--- src/rtl/inst_encoder_if.sv ---
// Field-bundle handshake and instruction-memory write port of the instruction encoder.
// The encoder uses the slave view; the producer / memory side uses the master view.
interface inst_encoder_if;
  logic        valid_i;
  logic        ready_o;
  logic        kind_i;
  logic [4:0]  rs_i;
  logic [4:0]  rt_i;
  logic [4:0]  rd_i;
  logic [4:0]  shamt_i;
  logic [5:0]  funct_i;
  logic [15:0] imm_i;
  logic        mem_we_o;
  logic [31:0] mem_addr_o;
  logic [31:0] mem_data_o;
  logic        mem_ack_i;

  modport slave (
    input  valid_i, kind_i, rs_i, rt_i, rd_i, shamt_i, funct_i, imm_i, mem_ack_i,
    output ready_o, mem_we_o, mem_addr_o, mem_data_o
  );

  modport master (
    output valid_i, kind_i, rs_i, rt_i, rd_i, shamt_i, funct_i, imm_i, mem_ack_i,
    input  ready_o, mem_we_o, mem_addr_o, mem_data_o
  );
endinterface

--- src/rtl/inst_encoder.sv ---
// Packs R-type / addi field bundles into MIPS words, buffers them in a FIFO and
// streams them into instruction memory at sequential word addresses.
module inst_encoder #(
  parameter int          DEPTH     = 4,
  parameter logic [31:0] BASE_ADDR = 32'h0,
  parameter int          MEM_WORDS = 256
) (
  input  logic                       clk_i,
  input  logic                       rst_i,
  inst_encoder_if.slave              bus,
  input  logic                       flush_i,
  output logic                       done_o,
  output logic                       halt_o,
  output logic [$clog2(MEM_WORDS):0] words_o
);

  localparam int AW = $clog2(DEPTH);
  localparam int CW = AW + 1;
  localparam int WW = $clog2(MEM_WORDS) + 1;

  typedef enum logic [1:0] {IDLE, WRITE, HALT} state_e;

  state_e          state_q, state_d;
  logic [31:0]     fifo_q [DEPTH];
  logic [AW-1:0]   rd_ptr_q, wr_ptr_q;
  logic [CW-1:0]   count_q, count_d;
  logic [31:0]     addr_q, addr_d;
  logic [31:0]     data_q, data_d;
  logic [WW-1:0]   words_q, words_d;
  logic            done_q, done_d;
  logic            full, push, pop;
  logic [31:0]     push_word, next_word;

  always_comb begin
    if (bus.kind_i) push_word = {6'b001000, bus.rs_i, bus.rt_i, bus.imm_i};
    else            push_word = {6'b000000, bus.rs_i, bus.rt_i, bus.rd_i, bus.shamt_i, bus.funct_i};
  end

  // The word on the memory port is still the FIFO head, so it counts toward full.
  assign full        = (count_q == CW'(DEPTH));
  assign bus.ready_o = rst_i && !full && (state_q != HALT);
  assign push        = bus.valid_i && bus.ready_o;
  assign pop         = (state_q == WRITE) && bus.mem_ack_i;

  // Word following the head: from the FIFO if queued, else the one arriving now.
  assign next_word = (count_q > CW'(1)) ? fifo_q[rd_ptr_q + AW'(1)] : push_word;

  // NOTE: every always_comb output gets a default first so no path leaves it
  // unassigned and no latch is inferred.
  always_comb begin
    state_d = state_q;
    addr_d  = addr_q;
    data_d  = data_q;
    words_d = words_q;
    count_d = count_q + CW'(push) - CW'(pop);
    done_d  = flush_i && (count_q == '0) && (state_q == IDLE) && !push;
    unique case (state_q)
      IDLE: begin
        if (count_q != '0) begin
          data_d  = fifo_q[rd_ptr_q];
          state_d = WRITE;
        end
      end
      WRITE: begin
        if (bus.mem_ack_i) begin
          addr_d  = addr_q + 32'd4;
          words_d = words_q + WW'(1);
          if (words_d == WW'(MEM_WORDS)) state_d = HALT;
          else if ((count_q > CW'(1)) || push) data_d = next_word;
          else state_d = IDLE;
        end
      end
      HALT:    state_d = HALT;
      default: state_d = IDLE;
    endcase
  end

  // NOTE: the FIFO storage has no reset; the pointers and count alone define
  // which entries are valid, so clearing the array would buy nothing.
  always_ff @(posedge clk_i) begin
    if (push) fifo_q[wr_ptr_q] <= push_word;
  end

  // NOTE: sequential state uses non-blocking assignments so every register
  // samples pre-edge values regardless of statement order.
  always_ff @(posedge clk_i or negedge rst_i) begin
    if (!rst_i) begin
      state_q  <= IDLE;
      rd_ptr_q <= '0;
      wr_ptr_q <= '0;
      count_q  <= '0;
      addr_q   <= BASE_ADDR;
      data_q   <= '0;
      words_q  <= '0;
      done_q   <= 1'b0;
    end else begin
      state_q  <= state_d;
      count_q  <= count_d;
      addr_q   <= addr_d;
      data_q   <= data_d;
      words_q  <= words_d;
      done_q   <= done_d;
      if (push) wr_ptr_q <= wr_ptr_q + AW'(1);
      if (pop)  rd_ptr_q <= rd_ptr_q + AW'(1);
    end
  end

  assign bus.mem_we_o   = (state_q == WRITE);
  assign bus.mem_addr_o = addr_q;
  assign bus.mem_data_o = data_q;
  assign done_o         = done_q;
  assign halt_o         = (state_q == HALT);
  assign words_o        = words_q;

endmodule

--- src/flat_wrapper.sv ---
// flat-port wrapper written by rule: the top's interface ports become plain ports
module inst_encoder_flat 
#(
  parameter int          DEPTH     = 4,
  parameter logic [31:0] BASE_ADDR = 32'h0,
  parameter int          MEM_WORDS = 256
)
  (clk_i, rst_i, flush_i, done_o, halt_o, words_o, bus_valid_i, bus_kind_i, bus_rs_i, bus_rt_i, bus_rd_i, bus_shamt_i, bus_funct_i, bus_imm_i, bus_mem_ack_i, bus_ready_o, bus_mem_we_o, bus_mem_addr_o, bus_mem_data_o);
  inst_encoder_if bus_i ();
  input  logic clk_i;
  input  logic rst_i;
  input  logic flush_i;
  output logic done_o;
  output logic halt_o;
  output logic [$clog2(MEM_WORDS):0] words_o;
  input wire logic [$bits(bus_i.valid_i)-1:0] bus_valid_i;
  input wire logic [$bits(bus_i.kind_i)-1:0] bus_kind_i;
  input wire logic [$bits(bus_i.rs_i)-1:0] bus_rs_i;
  input wire logic [$bits(bus_i.rt_i)-1:0] bus_rt_i;
  input wire logic [$bits(bus_i.rd_i)-1:0] bus_rd_i;
  input wire logic [$bits(bus_i.shamt_i)-1:0] bus_shamt_i;
  input wire logic [$bits(bus_i.funct_i)-1:0] bus_funct_i;
  input wire logic [$bits(bus_i.imm_i)-1:0] bus_imm_i;
  input wire logic [$bits(bus_i.mem_ack_i)-1:0] bus_mem_ack_i;
  output wire logic [$bits(bus_i.ready_o)-1:0] bus_ready_o;
  output wire logic [$bits(bus_i.mem_we_o)-1:0] bus_mem_we_o;
  output wire logic [$bits(bus_i.mem_addr_o)-1:0] bus_mem_addr_o;
  output wire logic [$bits(bus_i.mem_data_o)-1:0] bus_mem_data_o;
  assign bus_i.valid_i = bus_valid_i;
  assign bus_i.kind_i = bus_kind_i;
  assign bus_i.rs_i = bus_rs_i;
  assign bus_i.rt_i = bus_rt_i;
  assign bus_i.rd_i = bus_rd_i;
  assign bus_i.shamt_i = bus_shamt_i;
  assign bus_i.funct_i = bus_funct_i;
  assign bus_i.imm_i = bus_imm_i;
  assign bus_i.mem_ack_i = bus_mem_ack_i;
  assign bus_ready_o = bus_i.ready_o;
  assign bus_mem_we_o = bus_i.mem_we_o;
  assign bus_mem_addr_o = bus_i.mem_addr_o;
  assign bus_mem_data_o = bus_i.mem_data_o;
  inst_encoder #(.DEPTH(DEPTH), .BASE_ADDR(BASE_ADDR), .MEM_WORDS(MEM_WORDS)) u_core (.clk_i(clk_i), .rst_i(rst_i), .bus(bus_i), .flush_i(flush_i), .done_o(done_o), .halt_o(halt_o), .words_o(words_o));
endmodule
--- config.mk ---
export PLATFORM = sky130hd
export DESIGN_NAME = inst_encoder_flat
export DESIGN_NICKNAME = d
export VERILOG_FILES = /design/src/rtl/inst_encoder_if.sv /design/src/rtl/inst_encoder.sv /design/src/flat_wrapper.sv
export SDC_FILE = /design/constraint.sdc
export NUM_CORES = 1
export LEC_CHECK = 0
export BUFFER_PORTS_ARGS = -buffer_cell sky130_fd_sc_hd__buf_4
export CORE_MARGIN = 2
export CORE_UTILIZATION = 57
export DETAILED_ROUTE_END_ITERATION = 8
export GPL_ROUTABILITY_DRIVEN = 0
export HOLD_SLACK_MARGIN = 0.1
export PLACE_DENSITY = 0.83
export REMOVE_ABC_BUFFERS = 1
export SYNTH_ARGS = -nofsm -noshare
export SYNTH_HDL_FRONTEND = slang
export SYNTH_SLANG_ARGS = --single-unit
--- constraint.sdc ---
create_clock -name clk_i -period 3 [get_ports clk_i]
set_input_delay 0.6 -clock clk_i [delete_from_list [all_inputs] [get_ports clk_i]]
set_output_delay 0.6 -clock clk_i [all_outputs]
set_load 0.02 [all_outputs]
After elaboration in Yosys (flattened, before gate mapping)
Memories as Yosys holds them, arrays and structs flattened. Index checks and enable logic that the tools add are counted.

Eq/ne operators: 10. Reduce and logical (&&, ||, !) cells: 17. Order comparisons: 1. Muxes and demuxes: 14. Add/sub/neg operators: 6.

Operators by type and width (number): $mux 32 (5); $pmux 32 s2 (1); $add 32x3->32 const B (1); $mux 30 (1); $add 9x1->9 const B (1); $eq 9x9->1 const B (1); $mux 2 (4); $ne 2x2->1 const B (4); $logic_and 1x1->1 (7); $pmux 2 s3 (1); $reduce_and 5->1 (1); $add 2x1->2 const B (2); $add 3x1->3 (1); $eq 3x3->1 const B (1); $gt 3x1->1 const B (1); $logic_not 3->1 (1); $ne 3x2->1 const B (1); $reduce_and 3->1 (1); $reduce_bool 3->1 (1); $sub 3x1->3 (1); $eq 2x1->1 const B (1); $eq 2x2->1 const B (1); $logic_not 1->1 (2); $logic_not 2->1 (1); other kinds (5) (6).

Input port bits: 48. RAM bits: 120. Memories: 1. Flip-flop bits (word level): 83.

Memories: u_core.fifo_q (words 4, bits a word 30, read ports 2, clocked after memory_dff 0, wr ports 1, line inst_encoder.sv:24) `logic [31:0] fifo_q [DEPTH];`.

Longest topological paths before layout
Gate-level depths: netlist of the first run.

Depth after elaboration: 10. Depth in mapped cells: 8.

Least setup slack after synthesis of the first run
No wires, ideal clock.

Kind: reg2reg. Start point: register u_core.words_q[0] (netlist: u_core.words_o[0]). End point: register u_core.data_q[10] (netlist: u_core.bus.mem_data_o[10]). Setup slack: 0.675 ns. Required time: 2.872 ns. Arrival time: 2.197 ns. Period minus slack after synthesis: 2.325 ns. Stages on the path, launching flop included: 9. Buffers on the path: 1. Cells stage by stage: dfrtp_1 > ha_1 > nand2_1 > xnor2_1 > a41o_1 > nand4_1 > o21ai_2 > buf_6 > mux2_1.

Cells in the longest elaborated chain, start to end: 4.

Ends and longest elaborated chain: from (decl) (line inst_encoder.sv:29) `logic [WW-1:0] words_q, words_d;`; from (signal assigned) (line inst_encoder.sv:101) `words_q <= words_d;`; $add 9x1->9 (line inst_encoder.sv:67) `words_d = words_q + WW'(1);`; $eq 9x9->1 (line inst_encoder.sv:68) `if (words_d == WW'(MEM_WORDS)) state_d = HALT;`; $ne 2x2->1 (no line); $reduce_and 5->1 (no line); to (signal assigned) (line inst_encoder.sv:100) `data_q <= data_d;`; to (decl) (line inst_encoder.sv:28) `logic [31:0] data_q, data_d;`.

No other way between the ends. A chain may end at the register's enable or synchronous reset.

Worst setup path in the final report of the first run
Start point: input port rst_i. End point: register u_core.data_q[9] (netlist: u_core.bus.mem_data_o[9]).

Cells in the longest elaborated chain, start to end: 6.

Ends and longest elaborated chain: from (decl) (line flat_wrapper.sv:11) `input logic rst_i;`; $logic_and 1x1->1 (2 in a row) (line inst_encoder.sv:41) `assign bus.ready_o = rst_i && !full && (state_q != HALT);`; $logic_and 1x1->1 (line inst_encoder.sv:42) `assign push = bus.valid_i && bus.ready_o;`; $logic_or 1x1->1 (line inst_encoder.sv:69) `else if ((count_q > CW'(1)) || push) data_d = next_word;`; $ne 2x1->1 (no line); $reduce_and 5->1 (no line).

No other way between the ends.

==> flow_metrics.py, run 1 <==
metrics = {
    "yosys": {
        "avgSynthCellArea_sq_um": 15.25,
        "ys_seq_area_share_pct": 59.17,
        "synthCells": 570,
        "syn-cell-area_sq_um": 8695,
        "yosysUniqueCellTypes": 42,
        "yosysWarnings": 0,
        "ys_seq_elements": 184,
    },
    "clocking": {
        "postCtsHoldBufs": 1,
        "postCtsSetupRepairBufs": 0,
        "cts_sinks": 184,
        "htreeDepth": 4,
        "cts_tree": "built",
        "numCtsBuffers": 17,
        "cts_resized": 0,
        "worstSkewPairLatency_ns": 0.44,
        "path_clk_slew_ns": 0.06,
        "cts_buffer_depth": 2,
        "root_buffer": "clkbuf_16",
    },
    "flow_run": {
        "maxCapViolations": 0,
    },
    "global_route": {
        "antenna_found_initial": 0,
        "grt_overflow_total": 0,
        "grt_start_max_net_pins": 75,
        "grt_pass1_wl_um": 29670,
        "grt_pass1_vias": 5635,
        "grt_use_total_pct": 23.86,
    },
    "power_and_ir_drop": {
        "vdd_drop_max_uv": 480.2,
        "p_leak_nw": 4.114,
        "power_density_nw_per_um2": 918.9,
    },
    "layout": {
        "antenna_cells": 0,
        "syn_to_final_growth_pct": 19.38,
        "layout_common_cells": "buf_4, edfxtp_1, dfrtp_1",
        "layout_commonest_cell": "buf_4",
        "fillers": 999,
        "final_util_pct": 69.05,
        "nNetsFinal": 748,
        "drive_above_1_share_pct": 34.19,
    },
    "placed_design": {
        "place_ws_ns": 0.4699,
        "port_buffers": 117,
        "hpwl_um": 11880,
    },
    "status": {
        "status": "completed",
    },
    "sta": {
        "setup_slack_ns": 0.3887,
        "clock_skew_ns": 0.01628,
        "tightest_slew_ns": 0.9981,
        "setup_viol": 0,
        "grt_setup_unrepaired": "no",
        "min_period_ns": 2.611,
        "max_slew_margin_pct": 33.46,
        "hold_viol": 0,
        "clock.fmax_ghz": 0.3830,
        "slew_violations": 0,
        "fin_crit_sh_pct": 87.04,
    },
    "min_path": {
        "hold_path_class": "input port to flop",
    },
    "floorplan": {
        "dieArea_sq_um": 16260,
        "die_h_um": 127.5,
        "initial_core_util_pct": 57.84,
        "core-area_sq_um": 15030,
        "io_pins": 125,
        "fp.dieW_um": 127.5,
        "rows": 45,
    },
    "drt": {
        "routedWlPerCell_um": 20.73,
        "first_pass_iters": 5,
        "viasPerCell": 6.038,
        "ant_nets": 0,
        "drt_wl_total_um": 18450,
        "route.vias.total": 5374,
        "drtIter0Drc": 418,
        "drt_drc_violations_left": 0,
    },
    "setup_path": {
        "cp_data_arrival_time_ns": 2.91,
        "crit_path_start_kind": "input port",
        "crit_type": "input port to flop",
        "worstPathRequired_ns": 3.30,
        "worst_setup_path_end_kind": "flop",
        "crit_fanout": 27,
    },
}
-- cell families after synthesis --
| logic type | count (synthesis) | share of synthesized area [%] |
|---|---|---|
| and+or+nand+nor | 114 | 6.332 |
| AOI/OAI and AO/OA | 41 | 2.907 |
| adders and majority gates | 11 | 1.669 |
| other | 1 | 0.04313 |
| xor gates and xnor gates | 42 | 4.231 |
| buffers and inverters | 52 | 2.849 |
| DFF | 184 | 59.17 |
| muxes | 125 | 22.79 |
-- power breakdown --
| group | switching [mW] | leakage [nW] | internal (mW) |
|---|---|---|---|
| Sequential | 0.529 | 1.93 | 3.21 |
| Combinational | 1.76 | 1.90 | 1.86 |
| Clock | 0.905 | 0.287 | 1.28 |
| Total | 3.19 | 4.11 | 6.35 |
-- layer usage --
metal | GRT usage [%] | routed length, um
met1 | 30.67 | 7327
met3 | 4.774 | 1013
met5 | 0 | 0
met4 | 7.046 | 230
met2 | 41.55 | 9880
-- layout make-up --
cell class / instances / area [sq um] / area share (%)
Timing Repair Buffer: 131 / 1023 / 9.860
Clock inverter: 9 / 95.09 / 0.9161
Clock buffer: 23 / 478.0 / 4.605
Tap cell: 188 / 235.2 / 2.266
Inverter: 15 / 56.30 / 0.5424
Sequential cell: 184 / 5150 / 49.61
Multi-Input combinational cell: 340 / 3342 / 32.20
-- stage by stage --
stage	setup TNS (ns)	std cells	hold slack [ns]	cell area (sq um)	power (mW)
after floorplan	-13.30	539	0.3044	8526	6.190
final	0	890	0.3851	10380	9.538
after CTS	0	890	0.3719	10380	9.618
after global routing	0	890	0.3715	10380	10.04
after detailed placement	0	857	0.4105	9797	7.422
after global placement	0	857	0.4072	9797	7.214
-- final timing paths --
path                                                        from                                     to  slack (ns)  cells past startpoint
setup / recovery                                           rst_i   u_core.bus.mem_data_o[9]$_DFFE_PN0P_        0.39                      9
hold / removal                                       bus_rs_i[2]         u_core.fifo_q[1][23]$_DFFE_PP_        0.39                      1
setup reg to reg                   u_core.words_o[0]$_DFFE_PN0P_   u_core.bus.mem_data_o[9]$_DFFE_PN0P_        0.45                      8
hold reg to reg            u_core.bus.mem_data_o[21]$_DFFE_PN0P_  u_core.bus.mem_data_o[21]$_DFFE_PN0P_        0.49                      1
max in group asynchronous                                  rst_i         u_core.rd_ptr_q[1]$_DFFE_PN0P_        1.21                      3
min in group asynchronous                                  rst_i  u_core.bus.mem_addr_o[30]$_DFFE_PN0P_        0.52                      2
-- state kept, by name, indices dropped and copies added (netlist names) --
| register | cells |
|---|---|
| u_core.bus.mem_data_o | 27 |
| u_core.rd_ptr_q | 2 |
| u_core.done_o | 1 |
| u_core.count_q | 3 |
| u_core.words_o | 9 |
| u_core.bus.mem_addr_o | 30 |
| u_core.fifo_q | 108 |
| u_core.wr_ptr_q | 2 |
| u_core.state_q | 2 |
-- Yosys cell counts --
library cell	n	share of area [%]
inv_1	14	0.60
clkbuf_1	17	0.73
nand4_1	8	0.58
xor2_1	11	1.1
nor3_1	3	0.17
clkinv_1	1	0.043
nand3_1	14	0.81
nor3_2	1	0.12
mux4_2	54	14
and2_1	1	0.072
mux2_1	27	3.5
ha_1	10	1.4
nand2_1	53	2.3
dfrtp_1	76	22
o21ai_0	29	1.7
nor2b_1	1	0.072
o31a_1	1	0.10
nor4b_1	1	0.10
a311oi_2	1	0.17
o21ai_2	1	0.10
a41o_1	1	0.12
a21oi_1	4	0.23
nand2b_1	2	0.14
nand3b_1	1	0.086
buf_6	2	0.26
buf_4	7	0.60
mux2i_1	27	3.1
a211oi_4	1	0.23
fa_1	1	0.23
a22o_1	1	0.10
and4_1	5	0.50
edfxtp_1	108	37
conb_1	1	0.043
o221ai_1	1	0.10
buf_2	9	0.52
nor2_1	13	0.56
xnor2_1	31	3.1
mux2_2	17	2.2
nor4bb_1	1	0.12
buf_1	2	0.086
and3_1	10	0.72
o21bai_1	1	0.086
-- worst max-delay path, cell delays in order --
cell and delay (ns):
dlygate4sd3_1 0.52, buf_4 0.15, inv_1 0.07, a211oi_4 0.27, nand2_1 0.16, a311oi_2 0.37
o21ai_4 0.08, buf_4 0.29, mux2_1 0.38
Note: power is estimated with default switching activity, not from simulation.
==> run 2: changes to the inputs <==
CORE_UTILIZATION = 50   (was 57)
PLACE_DENSITY = 0.77   (was 0.83)
clock period = 2.12 ns   (was 3 ns; I/O delays follow)
==> run 2 against run 1 <==
  * The flow now finishes with violations (negative setup slack)
  * Combinational power increased by 78%
  * Total power increased by 51%
  * Clock skew decreased by 0.011 ns
  * Final cell count increased by 7.2%
  * Worst setup slack got worse by 0.50 ns
  * Core utilization decreased by 5.5 points
  * Count of clock-buffer cells in the layout decreased by 2
  * Die area increased by 14%
  * Largest power group is now combinational logic
==> flow_metrics.py, run 2 (synthesized netlist as in run 1, its figures left out) <==
metrics = {
    "power_and_ir_drop": {
        "p_sw_mw": 4.900,
        "power_frac_comb_pct": 44.5,
        "power_density_nw_per_um2": 1321,
        "p_leak_nw": 4.373,
        "vdd_drop_max_uv": 855.1,
        "swShare_pct": 34.00,
        "p_int_mw": 9.511,
        "pwr-share-clk_pct": 20.2,
        "power_frac_seq_pct": 35.3,
    },
    "floorplan": {
        "dieArea_sq_um": 18460,
        "die_h_um": 135.9,
        "io_pins": 125,
        "rows": 48,
        "core-area_sq_um": 17180,
        "initial_core_util_pct": 50.62,
        "fp.dieW_um": 135.9,
    },
    "setup_path": {
        "crit_type": "flop to flop",
        "cp_slowest_cell": "dfrtp_1",
        "cp_data_arrival_time_ns": 2.54,
        "r2r-start": "u_core.words_o[0]$_DFFE_PN0P_",
        "r2r_end": "u_core.bus.mem_data_o[25]$_DFFE_PN0P_",
        "crit_path_start_kind": "flop",
        "timing.critical_path.cells": "ha_4 -> buf_6 -> nor3_4 -> o31a_1 -> nand4_1 -> o21ai_4 -> buf_12 -> mux2_1",
        "slowest_delay_ns": 0.41,
        "reg2reg_setup_slack_ns": -0.11,
        "reg2reg_depth": 8,
        "crit_fanout": 12,
        "worstPathRequired_ns": 2.43,
        "worst_setup_path_end_kind": "flop",
    },
    "layout": {
        "layout_commonest_cell": "buf_4",
        "top_register": "u_core.fifo_q",
        "layout_common_cells": "buf_4, edfxtp_1, dfrtp_1",
        "largest_register_ffs": 108,
        "instances_no_fill": 954,
        "antenna_cells": 0,
        "nNetsFinal": 775,
        "syn_to_final_growth_pct": 25.50,
        "drive_above_1_share_pct": 42.11,
    },
    "sta": {
        "setup_slack_ns": -0.1087,
        "slew_violations": 0,
        "clock.fmax_ghz": 0.4487,
        "tns_ns": -2.500,
        "min_period_ns": 2.229,
        "setup_viol": 27,
        "tightest_slew_ns": 0.6445,
        "grt_setup_unrepaired": "yes",
        "hold_viol": 0,
        "max_slew_margin_pct": 57.03,
        "holdWs_ns": 0.2096,
        "clock_skew_ns": 0.005740,
        "fin_crit_sh_pct": 105.1,
    },
    "min_path": {
        "min_from": "bus_rt_i[0]",
        "hold_path_class": "input port to flop",
        "min_to": "u_core.fifo_q[2][16]$_DFFE_PP_",
        "whs_path_depth": 1,
    },
    "status": {
        "violations": "negative setup slack",
        "status": "complete, but fails checks",
    },
    "clocking": {
        "numCtsBuffers": 17,
        "cts_tree": "built",
        "htreeDepth": 4,
        "root_buffer": "clkbuf_16",
        "path_clk_slew_ns": 0.06,
        "cts_sinks": 184,
        "worstSkewPairLatency_ns": 0.43,
        "cts_buffer_depth": 2,
    },
    "global_route": {
        "grt_pass1_vias": 5615,
        "grt_start_max_net_pins": 57,
        "grt_pass1_wl_um": 29930,
        "antenna_found_initial": 0,
        "grt_overflow_total": 0,
        "grt_use_total_pct": 21.37,
    },
    "drt": {
        "route.vias.total": 5473,
        "first_pass_iters": 7,
        "ant_nets": 0,
        "routedWlPerCell_um": 20.49,
        "drtIter0Drc": 437,
        "drt_drc_violations_left": 0,
        "viasPerCell": 5.737,
        "drt_wl_total_um": 19550,
    },
    "placed_design": {
        "port_buffers": 117,
        "post-place-cells": 917,
        "hpwl_um": 12360,
    },
    "flow_run": {
        "maxCapViolations": 0,
    },
}
==> run 2: cell types whose count changed in the layout (fill, tap and decap cells not counted), moves of 4 or more <==
cell,change
buf_4,+15
mux2_1,-24
buf_12,+9
clkinvlp_4,+6
inv_6,+4
mux2_4,+24
==> run 2: power groups by stage <==
stage	registers [mW]	clock network, mW	logic, mW
after floorplan	5.79	0	2.96
after global placement	5.02	0	5.58
after detailed placement	5.08	0	5.78
after CTS	5.05	2.97	6.27
after global routing	5.15	3.09	6.85
final	5.09	2.91	6.41
==> run 2: worst max-delay path by stage <==
stage / startpoint / end / slack [ns]
after floorplan: u_core.rd_ptr_q[1]$_DFFE_PN0P_ / u_core.bus.mem_data_o[0]$_DFFE_PN0P_ / -1.37
after detailed placement: u_core.words_o[1]$_DFFE_PN0P_ / u_core.bus.mem_data_o[4]$_DFFE_PN0P_ / -0.12
after global routing: u_core.words_o[0]$_DFFE_PN0P_ / u_core.bus.mem_data_o[12]$_DFFE_PN0P_ / -0.13
after CTS: u_core.words_o[1]$_DFFE_PN0P_ / u_core.bus.mem_data_o[12]$_DFFE_PN0P_ / -0.05
final: u_core.words_o[0]$_DFFE_PN0P_ / u_core.bus.mem_data_o[25]$_DFFE_PN0P_ / -0.11
after global placement: u_core.words_o[0]$_DFFE_PN0P_ / u_core.bus.mem_data_o[16]$_DFFE_PN0P_ / 0.002
==> run 2: metrics by stage <==
stage	power (mW)	cell area, sq um	utilization [%]	setup slack, ns
6_report	14.41	10910	63.53	-0.1087
5_1_grt	15.09	10910	63.53	-0.1307
4_1_cts	14.29	10870	63.26	-0.04985
3_5_place_dp	10.85	10130	58.97	-0.1242
3_3_place_gp	10.60	10130	58.97	0.002283
2_1_floorplan	8.759	8526	-	-1.372
==> run 2: cell type report <==
type	count	area, sq um
clock inverter	11	88.84
fill	1248	6265
timing repair buffer	158	1350
tap	225	281.5
sequential	184	5154
multi-input combinational	340	3521
inverter	15	56.30
clock buffer	21	460.4
==> run 2: per-layer routing <==
layer  up-vias  routed length [um]  track usage [%]
met1      2847                7796            26.92
met4         0                 397            7.292
li1       2434                   -                -
met2       157               10620            37.82
met3        35                 735            3.393
met5         -                   0                0
==> run 2: critical path: cells and delay by family (launching register included) <==
family / cells / cell delay [ns]
buffers and inverters: 2 / 0.31
DFF: 1 / 0.41
muxes: 1 / 0.32
adders and majority gates: 1 / 0.20
AOI/OAI and AO/OA: 2 / 0.48
and+or+nand+nor: 2 / 0.37
==> run 2: what timing repair did <==
item,CTS,global route
setup endpoints to repair,27,34
endpoints found under the hold margin,25,0
pin swaps,7,7
hold buffers,1,0
buffers inserted,4,2
resized for setup,36,19
cloned,1,0
